--- src/rtl/fifo_pkg.sv ---
// Shared constants and helpers for the parametrised single-clock FIFO family.
package fifo_pkg;

    localparam int DEFAULT_DEPTH         = 16;
    localparam int DEFAULT_AFULL_MARGIN  = 2;
    localparam int DEFAULT_AEMPTY_THRESH = 2;

    // Ceiling log2, usable in parameter expressions; clog2(1) is 0.
    function automatic int clog2(input int value);
        int result;
        int remaining;
        result    = 0;
        remaining = value - 1;
        while (remaining > 0) begin
            result++;
            remaining = remaining >> 1;
        end
        return result;
    endfunction

endpackage

--- src/rtl/sync_fifo_ram.sv ---
// FIFO storage array: synchronous write port, asynchronous read port.
module sync_fifo_ram
    import fifo_pkg::*;
#(
    parameter int DATA_WIDTH = 8,
    parameter int DEPTH      = DEFAULT_DEPTH,
    parameter int ADDR_WIDTH = clog2(DEPTH)
) (
    input  logic                  clk,
    input  logic                  we,
    input  logic [ADDR_WIDTH-1:0] wr_addr,
    input  logic [DATA_WIDTH-1:0] wr_data,
    input  logic [ADDR_WIDTH-1:0] rd_addr,
    output logic [DATA_WIDTH-1:0] rd_data
);

    logic [DATA_WIDTH-1:0] mem [DEPTH];

    always_ff @(posedge clk) begin
        if (we) begin
            mem[wr_addr] <= wr_data;
        end
    end

    assign rd_data = mem[rd_addr];

endmodule

--- src/rtl/sync_fifo_param.sv ---
// Single-clock parametrised FIFO with occupancy count, threshold flags,
// sticky overflow/underflow errors and optional first-word-fall-through.
module sync_fifo_param
    import fifo_pkg::*;
#(
    parameter int DATA_WIDTH    = 8,
    parameter int DEPTH         = DEFAULT_DEPTH,
    parameter int AFULL_THRESH  = DEPTH - DEFAULT_AFULL_MARGIN,
    parameter int AEMPTY_THRESH = DEFAULT_AEMPTY_THRESH,
    parameter int FWFT          = 0,
    localparam int ADDR_WIDTH   = clog2(DEPTH)
) (
    input  logic                  clk,
    input  logic                  reset_n,
    input  logic                  en,
    input  logic                  write,
    input  logic [DATA_WIDTH-1:0] data_in,
    input  logic                  read,
    output logic [DATA_WIDTH-1:0] data_out,
    output logic                  empty,
    output logic                  full,
    output logic                  almost_empty,
    output logic                  almost_full,
    output logic [ADDR_WIDTH:0]   count,
    output logic                  overflow,
    output logic                  underflow,
    input  logic                  clear_err
);

    localparam int CW = ADDR_WIDTH + 1;
    localparam logic [CW-1:0] DEPTH_CNT  = CW'(DEPTH);
    localparam logic [CW-1:0] AFULL_CNT  = CW'(AFULL_THRESH);
    localparam logic [CW-1:0] AEMPTY_CNT = CW'(AEMPTY_THRESH);

    logic [ADDR_WIDTH-1:0] wr_ptr;
    logic [ADDR_WIDTH-1:0] rd_ptr;
    logic [CW-1:0]         count_next;
    logic [DATA_WIDTH-1:0] ram_rd_data;
    logic                  wr_acc;
    logic                  rd_acc;

    // Acceptance uses last edge's flags only; no write/read bypass when full/empty.
    assign wr_acc = en & write & ~full;
    assign rd_acc = en & read & ~empty;

    always_comb begin
        count_next = count;
        if (wr_acc && !rd_acc) begin
            count_next = count + 1'b1;
        end else if (rd_acc && !wr_acc) begin
            count_next = count - 1'b1;
        end
    end

    sync_fifo_ram #(
        .DATA_WIDTH(DATA_WIDTH),
        .DEPTH     (DEPTH),
        .ADDR_WIDTH(ADDR_WIDTH)
    ) u_ram (
        .clk    (clk),
        .we     (wr_acc & reset_n),
        .wr_addr(wr_ptr),
        .wr_data(data_in),
        .rd_addr(rd_ptr),
        .rd_data(ram_rd_data)
    );

    // Flags are computed from count_next so they line up with the new count.
    always_ff @(posedge clk) begin
        if (!reset_n) begin
            wr_ptr       <= '0;
            rd_ptr       <= '0;
            count        <= '0;
            empty        <= 1'b1;
            full         <= 1'b0;
            almost_empty <= 1'b1;
            almost_full  <= (AFULL_THRESH == 0);
            overflow     <= 1'b0;
            underflow    <= 1'b0;
        end else if (en) begin
            if (wr_acc) begin
                wr_ptr <= wr_ptr + 1'b1;
            end
            if (rd_acc) begin
                rd_ptr <= rd_ptr + 1'b1;
            end
            count        <= count_next;
            empty        <= (count_next == '0);
            full         <= (count_next == DEPTH_CNT);
            almost_empty <= (count_next <= AEMPTY_CNT);
            almost_full  <= (count_next >= AFULL_CNT);
            if (write && full) begin
                overflow <= 1'b1;
            end else if (clear_err) begin
                overflow <= 1'b0;
            end
            if (read && empty) begin
                underflow <= 1'b1;
            end else if (clear_err) begin
                underflow <= 1'b0;
            end
        end
    end

    // FWFT exposes the head word directly; standard mode registers it on a read.
    if (FWFT != 0) begin : g_fwft
        assign data_out = ram_rd_data;
    end else begin : g_std
        logic [DATA_WIDTH-1:0] data_q;

        always_ff @(posedge clk) begin
            if (!reset_n) begin
                data_q <= '0;
            end else if (rd_acc) begin
                data_q <= ram_rd_data;
            end
        end

        assign data_out = data_q;
    end

endmodule

--- config.mk ---
export PLATFORM = sky130hd
export DESIGN_NAME = sync_fifo_param
export DESIGN_NICKNAME = d
export VERILOG_FILES = /design/src/rtl/fifo_pkg.sv /design/src/rtl/sync_fifo_ram.sv /design/src/rtl/sync_fifo_param.sv
export SDC_FILE = /design/constraint.sdc
export NUM_CORES = 1
export LEC_CHECK = 0
export CAP_MARGIN = 25
export CORE_AREA = 2 2 138 140
export CTS_CLUSTER_DIAMETER = 60
export DETAILED_ROUTE_END_ITERATION = 12
export DIE_AREA = 0 0 140 142
export SYNTH_ARGS = -nofsm -noshare
export SYNTH_HDL_FRONTEND = slang
export SYNTH_SLANG_ARGS = --single-unit
export TNS_END_PERCENT = 5
--- constraint.sdc ---
create_clock -name clk -period 2.35 [get_ports clk]
set_input_delay 0.47 -clock clk [delete_from_list [all_inputs] [get_ports clk]]
set_output_delay 0.47 -clock clk [all_outputs]
set_load 0.01 [all_outputs]
==> flow_metrics.py <==
metrics = {
    "floorplanning": {
        "fp.dieArea_sq_um": 19900,
        "core_sq_um": 18500,
        "initial_core_util_pct": 34.3,
        "io_pins": 33,
        "rows": 50,
        "die_x_um": 140,
        "die_h_um": 142,
    },
    "synth": {
        "syn-instance-count": 352,
        "synth_seq_cells": 155,
        "yosys_warnings": 0,
        "ys_types": 49,
        "syn_area_per_cell_sq_um": 18.0,
        "async_flop_share_pct": 0,
        "syn_nets": 373,
        "synth_edf_count": 128,
        "synthesis.area_sq_um": 6340,
        "yosysSeqAreaShare_pct": 69.2,
        "synth_top_flop_cell": "edfxtp_1",
    },
    "pwr": {
        "p_per_area_nw_per_um2": 788,
        "p_leak_nw": 2.62,
        "power_mw": 6.14,
        "clockPowerShare_pct": 45.7,
        "combPwrFrac_pct": 5.0,
        "p_sw_mw": 1.23,
        "swShare_pct": 20.0,
        "max-vdd-ir-drop_v": 0.000729,
        "intPower_mw": 4.91,
        "p_seq_share_pct": 49.3,
    },
    "cts": {
        "cts_tree": "yes",
        "clk_path_buf_depth": 2,
        "numClockSinks": 155,
        "cts_root_buf": "clkbuf_16",
        "htree_num_levels": 4,
        "postCtsSetupBuffers": 0,
        "postCtsHoldBufs": 0,
        "path_clk_slew_ps": 60,
        "clock_latency_ps": 420,
        "post_cts_resized": 0,
        "numCtsBuffers": 17,
    },
    "worst_setup_path": {
        "ff2ff_setup_slack_ps": 200,
        "rr_worst_depth": 5,
        "reg2reg_to": "data_out[5]",
        "worstPathRequired_ps": 2640,
        "crit_path_max_incr_delay_ps": 610,
        "cp_data_arrival_time_ps": 2450,
        "critPathCaptureType": "flip-flop",
        "crit_type": "flip-flop to flip-flop",
        "worst-path-max-fanout": 12,
        "crit_slowest_cell": "mux4_1",
        "cp_cell_sequence": "buf_12, mux4_1, a22o_1, a221oi_1, o22ai_1",
        "critPathTopFamily": "compound AO/OA/AOI/OAI gates",
        "timing.rr.start": "rd_ptr[0]",
        "path_buf_inv": 1,
        "worst_setup_path_start_kind": "flip-flop",
    },
    "timing": {
        "finalMaxSlewViolations": 0,
        "finClkSkew_ps": 8.58,
        "rsz0062_at_grt": "no",
        "slew_headroom_pct": 56.8,
        "setup_viol_count_final": 0,
        "fin_tns_setup_ps": 0,
        "worstMarginPinSlew_ps": 646,
        "fin_crit_sh_pct": 91.6,
        "period_minus_slack_ps": 2150,
        "hold_violations": 0,
        "worst_slack_ps": 197,
        "fmax_ghz": 0.464,
    },
    "placed_design": {
        "placed_cell_area_sq_um": 7180,
        "routabilityCongestion": 0.861,
        "pre_cts_ws_ps": -49.2,
        "dp_hpwl_um": 8650,
        "portBuffers": 32,
    },
    "min_path": {
        "holdCritPathClass": "flip-flop to flip-flop",
        "min_path_cells": 2,
        "min-delay-start": "data_out[7]",
        "holdPathEnd": "data_out[7]",
    },
    "run": {
        "maxCapViolCount": 0,
    },
    "global_routing": {
        "grt_overflow": 0,
        "grt_usage_pct": 13.9,
        "grt_pass1_vias": 3492,
        "grt_start_max_net_pins": 36,
        "grt_pass1_wl_um": 20200,
        "antenna_found_initial": 0,
    },
    "cells_and_area": {
        "n_antenna_cell": 0,
        "area_growth_pct": 22.9,
        "final_nets": 441,
        "drive_above_1_share_pct": 20.4,
        "fin_area_sq_um": 7790,
    },
    "detailed_routing": {
        "wire_per_inst_um": 19.4,
        "drtIter0Drc": 217,
        "viasPerCell": 5.07,
        "ant_nets": 0,
        "drc": 5,
        "vias": 3378,
        "first_pass_iters": 9,
        "wl_um": 12900,
    },
    "outcome": {
        "violations": "DRC",
        "outcome": "finished with violations",
    },
}
==> synthesized netlist by cell type (all sizes together) (3+ instances only) <==
library cell,instances,share of area [%]
dfxtp,27,8.5
inv,5,0.30
o22ai,12,1.2
nand3,5,0.47
clkbuf,8,1.0
xnor2,8,1.1
buf,9,1.6
a22o,8,1.1
mux4,32,12
edfxtp,128,61
nand2,21,1.2
ha,7,1.4
xor2,3,0.41
a221oi,8,1.2
nor2b,6,0.59
and2,22,2.2
nor2,4,0.24
and3,5,0.49
nand2b,4,0.39
==> worst max path at each step <==
stage / from / to / slack (ps) / cells after the start
finish: rd_ptr[0] / data_out[5] / 200 / 5
global route: rd_ptr[0] / data_out[0] / 100 / 5
CTS: rd_ptr[0] / data_out[5] / 220 / 5
detailed placement: en / u_ram.mem[11][2] / -50 / 6
global placement: en / u_ram.mem[10][1] / -50 / 6
floorplan: en / u_ram.mem[7][0] / 550 / 5
==> placed cells by master (no fill, tap or decap), drive strengths merged, types with 4 or more instances in the layout <==
cell,instances
xnor2,8
bufinv,4
a221oi,8
nand2b,4
mux4,32
buf,36
clkinv,6
and3,5
nor2,4
nand3,5
ha,7
clkdlybuf4s50,32
a22o,8
nor2b,6
dfxtp,27
nand2,21
o22ai,12
and2,22
inv,6
clkbuf,18
edfxtp,128
==> worst register-to-register path: cells and delay by family (launching register included) <==
kind,cells,cell delay [ps]
buffers and inverters,1,210
DFF,1,480
AOI/OAI and AO/OA,3,740
muxes,1,620
==> logic make-up (layout without fill, tap and decap cells) <==
group / Yosys count / in the layout / synth area share [%]
AOI/OAI and AO/OA: 39 / 39 / 4.82
adders and majority gates: 7 / 7 / 1.38
muxes: 34 / 34 / 12.6
and+or+nand+nor: 82 / 82 / 7.27
DFF: 155 / 155 / 69.2
buffers and inverters: 24 / 104 / 3.24
xor gates and xnor gates: 11 / 11 / 1.52
==> metrics by stage <==
| step | hold slack (ps) | utilization, % | std cells |
|---|---|---|---|
| 2_1_floorplan | 491 | - | 352 |
| 3_3_place_gp | 469 | 38.9 | 635 |
| 3_5_place_dp | 467 | 38.9 | 635 |
| 4_1_cts | 479 | 42.2 | 666 |
| 5_1_grt | 508 | 42.2 | 666 |
| 6_report | 480 | 42.2 | 666 |
==> state kept, by name, indices dropped and copies added, names as in the netlist <==
name          cells
u_ram.mem       128
data_out          8
count             5
rd_ptr            4
wr_ptr            4
almost_empty      1
almost_full       1
empty             1
full              1
overflow          1
underflow         1
==> power by group through the flow <==
stage          combinational (mW)  sequential (mW)  clock [mW]
6_report                    0.307             3.03        2.81
5_1_grt                     0.336             3.03        2.98
4_1_cts                     0.311             3.03        2.87
3_5_place_dp                0.310             3.08           0
3_3_place_gp                0.303             3.08           0
2_1_floorplan               0.166             3.08           0
==> final cells by class <==
type	count	area, sq um
clock buffers	18	429
clock inverters	13	175
fillers	1594	10700
inverters	5	18.8
multi-input cells	173	1750
flip-flops and latches	155	4390
well taps	234	293
repair buffers	68	741
==> layer usage <==
metal | wire length [um] | part of all wire (%) | up-vias | track usage, %
li1 | - | - | 1546 | -
met1 | 5820 | 45 | 1732 | 18.3
met2 | 6360 | 49 | 85 | 22.5
met3 | 615 | 4.8 | 15 | 4.37
met4 | 151 | 1.2 | 0 | 3.67
met5 | 0 | 0 | - | 0
No activity file was read; power rests on OpenSTA's default activity.
